File: src/rtl/viota_mask_pkg.sv
// viota_mask_pkg: shared vALU constants and helpers for the viota.m expander.
//   SEW_8..SEW_64     destination SEW encodings
//   elems_per_beat()  elements of that SEW packed into one 64-bit sub-beat
//   subbeats()        sub-beats needed to emit the 8 elements of one mask beat
package viota_mask_pkg;

    localparam int REQ_DATA_WIDTH  = 8;
    localparam int RESP_DATA_WIDTH = 64;
    localparam int SEW_WIDTH       = 2;
    localparam int CNT_WIDTH       = 16;
    localparam int OFF_WIDTH       = 4;

    localparam logic [SEW_WIDTH-1:0] SEW_8  = 2'd0;
    localparam logic [SEW_WIDTH-1:0] SEW_16 = 2'd1;
    localparam logic [SEW_WIDTH-1:0] SEW_32 = 2'd2;
    localparam logic [SEW_WIDTH-1:0] SEW_64 = 2'd3;

    typedef enum logic {
        ST_IDLE,
        ST_EMIT
    } state_e;

    function automatic logic [3:0] elems_per_beat(input logic [SEW_WIDTH-1:0] sew);
        case (sew)
            SEW_8:   return 4'd8;
            SEW_16:  return 4'd4;
            SEW_32:  return 4'd2;
            default: return 4'd1;
        endcase
    endfunction

    function automatic logic [3:0] subbeats(input logic [SEW_WIDTH-1:0] sew);
        case (sew)
            SEW_8:   return 4'd1;
            SEW_16:  return 4'd2;
            SEW_32:  return 4'd4;
            default: return 4'd8;
        endcase
    endfunction

endpackage

File: src/rtl/viota_mask_prefix8.sv
// vmask_prefix8: combinational exclusive prefix popcount of an 8-bit mask.
//   m_i      mask bits, bit i is element i
//   off_o    off_o[i] = number of set bits in m_i[i-1:0]
//   total_o  number of set bits in m_i
module vmask_prefix8
    import viota_mask_pkg::*;
(
    input  logic [REQ_DATA_WIDTH-1:0]                m_i,
    output logic [REQ_DATA_WIDTH-1:0][OFF_WIDTH-1:0] off_o,
    output logic [OFF_WIDTH-1:0]                     total_o
);

    logic [OFF_WIDTH-1:0] acc;

    always_comb begin
        acc = '0;
        for (int i = 0; i < REQ_DATA_WIDTH; i++) begin
            off_o[i] = acc;
            acc      = acc + {{(OFF_WIDTH-1){1'b0}}, m_i[i]};
        end
        total_o = acc;
    end

endmodule

File: src/rtl/viota_mask.sv
// viota_mask: viota.m mask-to-index expander.
//   Accepts 8-bit mask beats and emits each element's exclusive prefix count of set
//   mask bits (carried across the beats of one instruction) packed at the destination
//   SEW, as 1/2/4/8 64-bit sub-beats per input beat.
//   clk, rst (async, active low)
//   in_m0/in_valid/in_first/in_last/in_sew -> in_ready   input beat handshake
//   out_vec/out_valid/out_last <- out_ready              output sub-beat handshake
module viota_mask
    import viota_mask_pkg::*;
(
    input  logic                       clk,
    input  logic                       rst,
    input  logic [REQ_DATA_WIDTH-1:0]  in_m0,
    input  logic                       in_valid,
    input  logic                       in_first,
    input  logic                       in_last,
    input  logic [SEW_WIDTH-1:0]       in_sew,
    output logic                       in_ready,
    output logic [RESP_DATA_WIDTH-1:0] out_vec,
    output logic                       out_valid,
    output logic                       out_last,
    input  logic                       out_ready
);

    state_e                                   state_q;
    logic [2:0]                               k_q;
    logic [CNT_WIDTH-1:0]                     cnt_q;
    logic [CNT_WIDTH-1:0]                     base_q;
    logic [REQ_DATA_WIDTH-1:0][OFF_WIDTH-1:0] off_q;
    logic [SEW_WIDTH-1:0]                     sew_q;
    logic                                     last_q;

    logic [REQ_DATA_WIDTH-1:0][OFF_WIDTH-1:0] off_d;
    logic [OFF_WIDTH-1:0]                     total_d;
    logic [CNT_WIDTH-1:0]                     base_d;
    logic [CNT_WIDTH-1:0]                     cnt_d;
    logic [3:0]                               nsub_m1;
    logic [2:0]                               last_k;
    logic                                     at_last;
    logic                                     accept;

    vmask_prefix8 u_prefix (
        .m_i     (in_m0),
        .off_o   (off_d),
        .total_o (total_d)
    );

    assign base_d  = in_first ? '0 : cnt_q;
    assign cnt_d   = base_d + {{(CNT_WIDTH-OFF_WIDTH){1'b0}}, total_d};
    assign nsub_m1 = subbeats(sew_q) - 4'd1;
    assign last_k  = nsub_m1[2:0];
    assign at_last = (k_q == last_k);

    // A new beat may enter while the final sub-beat is being handed off, so the
    // pipeline streams without a bubble.
    assign in_ready  = (state_q == ST_IDLE) || (at_last && out_ready);
    assign accept    = in_valid && in_ready;
    assign out_valid = (state_q == ST_EMIT);
    assign out_last  = out_valid && last_q && at_last;

    always_ff @(posedge clk or negedge rst) begin
        if (!rst) begin
            state_q <= ST_IDLE;
            k_q     <= '0;
            cnt_q   <= '0;
            base_q  <= '0;
            off_q   <= '0;
            sew_q   <= SEW_8;
            last_q  <= 1'b0;
        end else if (accept) begin
            state_q <= ST_EMIT;
            k_q     <= '0;
            cnt_q   <= cnt_d;
            base_q  <= base_d;
            off_q   <= off_d;
            sew_q   <= in_sew;
            last_q  <= in_last;
        end else if (state_q == ST_EMIT && out_ready) begin
            if (at_last) state_q <= ST_IDLE;
            else         k_q     <= k_q + 3'd1;
        end
    end

    // Element index within the beat is k*E + j; with power-of-two E this is just
    // the sub-beat index concatenated with the lane index.
    logic [2:0]                 idx;
    logic [RESP_DATA_WIDTH-1:0] elem;

    always_comb begin
        out_vec = '0;
        idx     = '0;
        elem    = '0;
        case (sew_q)
            SEW_8: begin
                for (int j = 0; j < 8; j++) begin
                    idx  = 3'(j);
                    elem = {48'b0, base_q} + {60'b0, off_q[idx]};
                    out_vec[8*j +: 8] = elem[7:0];
                end
            end
            SEW_16: begin
                for (int j = 0; j < 4; j++) begin
                    idx  = {k_q[0], 2'(j)};
                    elem = {48'b0, base_q} + {60'b0, off_q[idx]};
                    out_vec[16*j +: 16] = elem[15:0];
                end
            end
            SEW_32: begin
                for (int j = 0; j < 2; j++) begin
                    idx  = {k_q[1:0], 1'(j)};
                    elem = {48'b0, base_q} + {60'b0, off_q[idx]};
                    out_vec[32*j +: 32] = elem[31:0];
                end
            end
            default: begin
                idx     = k_q;
                out_vec = {48'b0, base_q} + {60'b0, off_q[idx]};
            end
        endcase
    end

endmodule

File: config.mk
export PLATFORM = sky130hd
export DESIGN_NAME = viota_mask
export DESIGN_NICKNAME = d
export VERILOG_FILES = /design/src/rtl/viota_mask_pkg.sv /design/src/rtl/viota_mask_prefix8.sv /design/src/rtl/viota_mask.sv
export SDC_FILE = /design/constraint.sdc
export NUM_CORES = 1
export LEC_CHECK = 0
export BUFFER_PORTS_ARGS = -buffer_cell sky130_fd_sc_hd__buf_2
export CELL_PAD_IN_SITES_DETAIL_PLACEMENT = 1
export CELL_PAD_IN_SITES_GLOBAL_PLACEMENT = 1
export CORE_MARGIN = 3
export CORE_UTILIZATION = 50
export DETAILED_ROUTE_END_ITERATION = 6
export PLACE_DENSITY_LB_ADDON = 0.25
export SLEW_MARGIN = 10
export SYNTH_ARGS = -nofsm -noshare
export SYNTH_HDL_FRONTEND = slang
export SYNTH_HIERARCHICAL = 1
export SYNTH_SLANG_ARGS = --single-unit
File: constraint.sdc
create_clock -name clk -period 10.4 [get_ports clk]
set_clock_uncertainty 0.1 [all_clocks]
set_input_delay 0 -clock clk [delete_from_list [all_inputs] [get_ports clk]]
set_output_delay 0 -clock clk [all_outputs]
set_load 0.02 [all_outputs]
Word level (Yosys, flattened, before mapping)

Index checks and enable logic that the tools add are counted.
Widths: inputs -> output; s select.

Bits in registers: 64
Bits of input ports: 16

Add/sub/neg operators: 24
Magnitude comparators: 7
Equality and inequality tests: 4
Muxes and demuxes: 23
Bitwise logic cells: 1
Reduce and logical (&&, ||, !) cells: 11

Operator list:

| cell                | count |
|---|---|
| $pmux 64 s3         | 1 |
| $add 16x4->16       | 5 |
| $add 16x4->17       | 3 |
| $add 8x4->8         | 6 |
| $mux 4              | 11 |
| $lt 3x4->1 const B  | 7 |
| $add 4x1->4         | 6 |
| $bmux 4 s2          | 2 |
| $mux 16             | 1 |
| $bmux 4 s3          | 1 |
| $mux 3              | 3 |
| $pmux 3 s3          | 1 |
| $add 8x1->8         | 1 |
| $logic_and 1x1->1   | 5 |
| $reduce_and 2->1    | 2 |
| $reduce_bool 2->1   | 2 |
| $add 3x1->3 const B | 1 |
| $eq 3x3->1          | 1 |
| $mux 1              | 3 |
| $sub 3x1->3 const B | 1 |
| $add 1x1->2         | 1 |
| $eq 2x1->1 const B  | 1 |
| $eq 2x2->1 const B  | 1 |
| $logic_not 2->1     | 1 |
| 3 further kinds     | 3 |

Longest topological paths before layout

Depth in word-level cells: 9
Depth in mapped cells: 18
Depth with buffers taken out: 18

By module

Netlist, hierarchy kept.

Modules (own cells, without submodules):

| module        | instances | cells an instance | area an instance (um2) | seq. area each (um2) |
|---|---|---|---|---|
| viota_mask    | 1         | 892               | 7896.3                 | 1776.7 |
| vmask_prefix8 | 1         | 57                | 505.5                  | 0.0 |

Worst setup path after synthesis

OpenSTA, ideal clock, no wires.

Path kind: input to register
Start point: input in_m0[0]
End point: register cnt_q[15]
Setup time: 0.124 ns
Data arrival time: 3.561 ns
Data required time: 10.176 ns
Slack: 6.615 ns
Cell stages on the path: 16
Path buffers: 0
Cell sequence: fa_1 > ha_1 > ha_1 > ha_1 > xnor2_2 > xnor3_2 > a21boi_2 > xnor2_1 > o21ai_2 > xnor2_1 > ha_1 > o21ai_0 > o21bai_1 > nand4_1 > nor2b_1 > a211o_1

RTL lines:

| item                 | line             | text |
|---|---|---|
| start, declared      | viota_mask.sv:13 | `input logic [REQ_DATA_WIDTH-1:0] in_m0,` |
| end signal, assigned | viota_mask.sv:73 | `cnt_q <= cnt_d;` |
| end, declared        | viota_mask.sv:27 | `logic [CNT_WIDTH-1:0] cnt_q;` |

Worst setup path in the final report

Start point: register k_q[1]
End point: output out_vec[10]

Cells in the longest elaborated chain, start to end: 4
Elaborated cells between the ends (all ways): 7
Classes of those cells: 2 x add/sub; 5 x mux

RTL lines:

| item                                            | line                                 | text |
|---|---|---|
| start, declared                                 | viota_mask.sv:26                     | `logic [2:0] k_q;` |
| start signal, assigned                          | viota_mask.sv:80                     | `else k_q <= k_q + 3'd1;` |
| $bmux 4 s3 / $bmux 4 s2 (equally long branches) | viota_mask.sv:117, viota_mask.sv:111 |  |
| $mux 4 (on tied branches)                       | viota_mask.sv:117, viota_mask.sv:111 |  |
| $add 16x4->17 (on tied branches)                | viota_mask.sv:117, viota_mask.sv:111 |  |
| $pmux 64 s3 *                                   | viota_mask.sv:93                     | `case (sew_q)` |
| end, declared                                   | viota_mask.sv:19                     | `output logic [RESP_DATA_WIDTH-1:0] out_vec,` |

Every way passes the cells marked *; elsewhere a longest branch is shown, timed or not. The select of a mux whose other input is x is not followed.

==> results by group <==
Status
  – Status: complete, no violations

Hold path
  – Count of cells along the worst hold path: 3
  – Worst hold-check path type: input port to flip-flop

Synthesis
  – Cells after synthesis: 949
  – Flops & latches, synth: 71
  – Share of synthesized registers carrying an async set or reset: 1.00
  – Seq/Total Area, Yosys: 0.211
  – Flip-flop cell with the highest count after synthesis: sky130_fd_sc_hd__dfrtp_1
  – Post-Syn Area: 8400 um^2
  – Post-synth EDFFs: 0
  – Post-Synthesis Mean Instance Area: 8.85 um^2
  – Number of distinct standard cells referenced by the synthesized netlist: 68
  – Number of warning messages in the yosys log: 6

Job
  – Maximum capacitance violations: 0

Final layout
  – Proportion of layout cells with a drive suffix above 1: 0.164
  – Nets: 1103
  – Final Util: 0.569
  – Number of diodes: 0
  – Area growth from synthesis to layout: 9.58%

Placement
  – Routability congestion estimate from global placement: 0.904
  – Final HPWL from detailed placement: 20300 um
  – Number of port buffers: 82

Detailed routing
  – WL/cell: 22.6 um
  – Amount of wire on met3 after detailed routing: 1750 um
  – Routed met1 length: 12000 um
  – Number of remaining DRC errors: 0
  – Antenna-violating nets left: 0
  – Initial DRC count: 692
  – Final wirelength: 27500 um
  – Detailed-route via count: 7736
  – Per-cell via count in the routed design: 6.35
  – Uppermost layer routed: met4
  – Amount of wire on met2 after detailed routing: 13100 um
  – Drt first pass iters: 5

STA
  – Final setup vio count: 0
  – Fin Setup TNS: 0 ps
  – Top achievable clock speed: 215 MHz
  – Fin Hold WS: 22.7 ps
  – Clock period minus worst slack: 4650 ps
  – Final Max Tran Viols: 0
  – Max-slew headroom: 0.279
  – Worst-Margin Slew: 1080 ps
  – Setup repair after global routing missed its margin: no
  – Final Hold Vio Count: 0
  – Final Cycle Share: 0.447

Clocking
  – Number of H-tree branching levels: 3
  – Clk sinks: 71
  – Hold-fix buffer count after cts: 12
  – Number of clock buffers inserted by TritonCTS: 9
  – Clock tree from TritonCTS: done
  – Clock latency on the worst-skew pair: 330 ps
  – Post-CTS Setup Inserts: 0
  – CTS-repair resized insts: 0
  – Clock transition at path regs: 60 ps
  – Cell at the root of the clock tree: sky130_fd_sc_hd__clkbuf_16
  – Max Buffers Root-to-Sink: 2

Die
  – Number of placement rows: 46
  – Die Width: 136 um
  – Die Area: 18400 um^2
  – Area of the placeable core: 16200 um^2
  – Initial core utilization: 0.519
  – Top-Level Pins: 83
  – Height of the chip: 136 um

GRT
  – Antenna violations before repair: 0
  – Pin count of the biggest net entering global routing: 81
  – Via count of the first global-routing pass: 7870
  – First-pass GRT wire length: 44000 um
  – Aggregate global-route resource usage: 0.304
  – Aggregate global routing overflow: 0

Worst setup path
  – Path type of the worst setup path: flip-flop to output port
  – Crit-path max FO: 22
  – Number of cells on the worst reg-to-reg path: 7
  – CP required: 10300 ps
  – Crit path capture: out_vec[10]
  – Critical path data arrival time: 4550 ps
  – Worst reg2reg path startpoint: sew_q[0]
  – Kind of launch point of the worst setup path: flip-flop
  – Capturing element type of the critical path: output port
  – Worst r2r dst: cnt_q[13]
  – Launch point of the worst path: k_q[1]
  – Register-to-register setup slack: 6040 ps

Power and ir drop
  – Leak: 4.18 nW
  – Worst VDD drop: 142 uV
  – Areal power density over the cells: 291 nW/um^2
[layer usage]
layer / track usage / up-vias
met5: 0 / -
met4: 0.0935 / 0
met3: 0.0405 / 47
met2: 0.500 / 284
met1: 0.419 / 3872
li1: - / 3533
[synthesized netlist by cell type (all sizes together) (4+ instances only)]
library cell | number | share of area
mux2 | 55 | 0.074
o21ai | 75 | 0.045
o31ai | 4 | 0.0052
a211o | 5 | 0.0052
a21oi | 48 | 0.029
nor3b | 4 | 0.0036
mux4 | 16 | 0.043
a21o | 24 | 0.021
a211oi | 29 | 0.026
clkbuf | 29 | 0.013
mux2i | 21 | 0.025
nor2 | 91 | 0.041
a22oi | 8 | 0.0071
nand3 | 18 | 0.011
and3 | 4 | 0.0030
and2 | 6 | 0.0045
nand2 | 55 | 0.025
xor2 | 36 | 0.038
a311oi | 4 | 0.0042
o21a | 8 | 0.0071
nor3 | 16 | 0.0095
o22ai | 14 | 0.010
o221ai | 5 | 0.0052
nand2b | 17 | 0.013
nand4 | 6 | 0.0045
inv | 19 | 0.0085
dfrtp | 71 | 0.21
fa | 16 | 0.038
nor4 | 6 | 0.0063
or3 | 10 | 0.0080
xnor2 | 61 | 0.065
buf | 41 | 0.031
ha | 72 | 0.11
nor2b | 22 | 0.016
[worst max-delay path: stages, from the launching register on]
cell and delay, ps:
sky130_fd_sc_hd__dfrtp_1 1030, sky130_fd_sc_hd__mux4_2 610, sky130_fd_sc_hd__mux2i_1 260, sky130_fd_sc_hd__a21oi_1 110, sky130_fd_sc_hd__ha_1 260, sky130_fd_sc_hd__fa_1 420, sky130_fd_sc_hd__a21o_1 170, sky130_fd_sc_hd__a21oi_1 560
sky130_fd_sc_hd__nor2_1 140, sky130_fd_sc_hd__xor2_1 170, sky130_fd_sc_hd__a22oi_1 150, sky130_fd_sc_hd__o21ai_0 100, sky130_fd_sc_hd__buf_2 200
[report_power, final]
part	internal [mW]	switching (mW)	leakage, nW
Clock	0.196	0.110	0.142
Sequential	0.359	0.245	0.915
Combinational	0.737	1.03	3.12
Total	1.29	1.39	4.18
[how the worst min path moves through the flow]
stage | end | slack [ps] | start
finish | off_q[12] | 20 | in_m0[2]
global route | off_q[12] | 60 | in_m0[2]
CTS | off_q[12] | 20 | in_m0[2]
detailed placement | cnt_q[12] | 100 | rst
global placement | cnt_q[12] | 90 | rst
floorplan | base_q[0] | -400 | rst
[area by class of cell]
class / count / area, um^2
Inverter: 19 / 71.3
Fill cell: 1943 / 6970
Sequential cell: 71 / 1780
Clock inverter: 1 / 30.0
Tap cell: 216 / 270
Timing Repair Buffer: 100 / 578
Clock buffer: 13 / 260
Multi-Input combinational cell: 798 / 6220
[flip-flops by register name, indices dropped and copies added, names as in the netlist]
| name | flops |
|---|---|
| k_q | 3 |
| sew_q | 2 |
| cnt_q | 16 |
| base_q | 16 |
| out_valid | 1 |
| last_q | 1 |
| off_q | 32 |
[per-stage QoR]
| step | power (mW) | worst slack, ps | instances | area [um^2] |
|---|---|---|---|---|
| 2_1_floorplan | 1.79 | 6620 | 958 | 8440 |
| 3_3_place_gp | 2.27 | 6170 | 1192 | 8800 |
| 3_5_place_dp | 2.34 | 5990 | 1192 | 8800 |
| 4_1_cts | 2.67 | 5770 | 1218 | 9210 |
| 5_1_grt | 2.86 | 5470 | 1218 | 9210 |
| 6_report | 2.68 | 5750 | 1218 | 9210 |
[kinds of logic (layout without fill, tap and decap cells)]
family | after synthesis | in the layout | share of synthesized area
xor gates and xnor gates | 98 | 98 | 0.107
muxes | 92 | 92 | 0.142
buffers and inverters | 89 | 133 | 0.0526
DFF | 71 | 71 | 0.211
AOI/OAI and AO/OA | 246 | 246 | 0.189
and+or+nand+nor | 264 | 264 | 0.153
adders and majority gates | 88 | 88 | 0.145
other | 1 | 10 | 0.000446
[layout by cell type (no fill, tap or decap), types with 16 or more instances in the layout]
cell type and count:
sky130_fd_sc_hd__nand2_1 54, sky130_fd_sc_hd__mux2_1 26, sky130_fd_sc_hd__nand2b_1 17, sky130_fd_sc_hd__nor2_1 89, sky130_fd_sc_hd__a21o_1 24, sky130_fd_sc_hd__mux2i_1 21
sky130_fd_sc_hd__a21oi_1 48, sky130_fd_sc_hd__mux4_2 16, sky130_fd_sc_hd__ha_1 72, sky130_fd_sc_hd__buf_2 81, sky130_fd_sc_hd__dfrtp_1 69, sky130_fd_sc_hd__fa_1 16
sky130_fd_sc_hd__mux2_2 29, sky130_fd_sc_hd__nand3_1 18, sky130_fd_sc_hd__inv_1 19, sky130_fd_sc_hd__a211oi_1 29, sky130_fd_sc_hd__xor2_1 35, sky130_fd_sc_hd__xnor2_1 59
sky130_fd_sc_hd__nor2b_1 22, sky130_fd_sc_hd__o21ai_0 74, sky130_fd_sc_hd__nor3_1 16
Note: power is estimated with default switching activity, not from simulation.
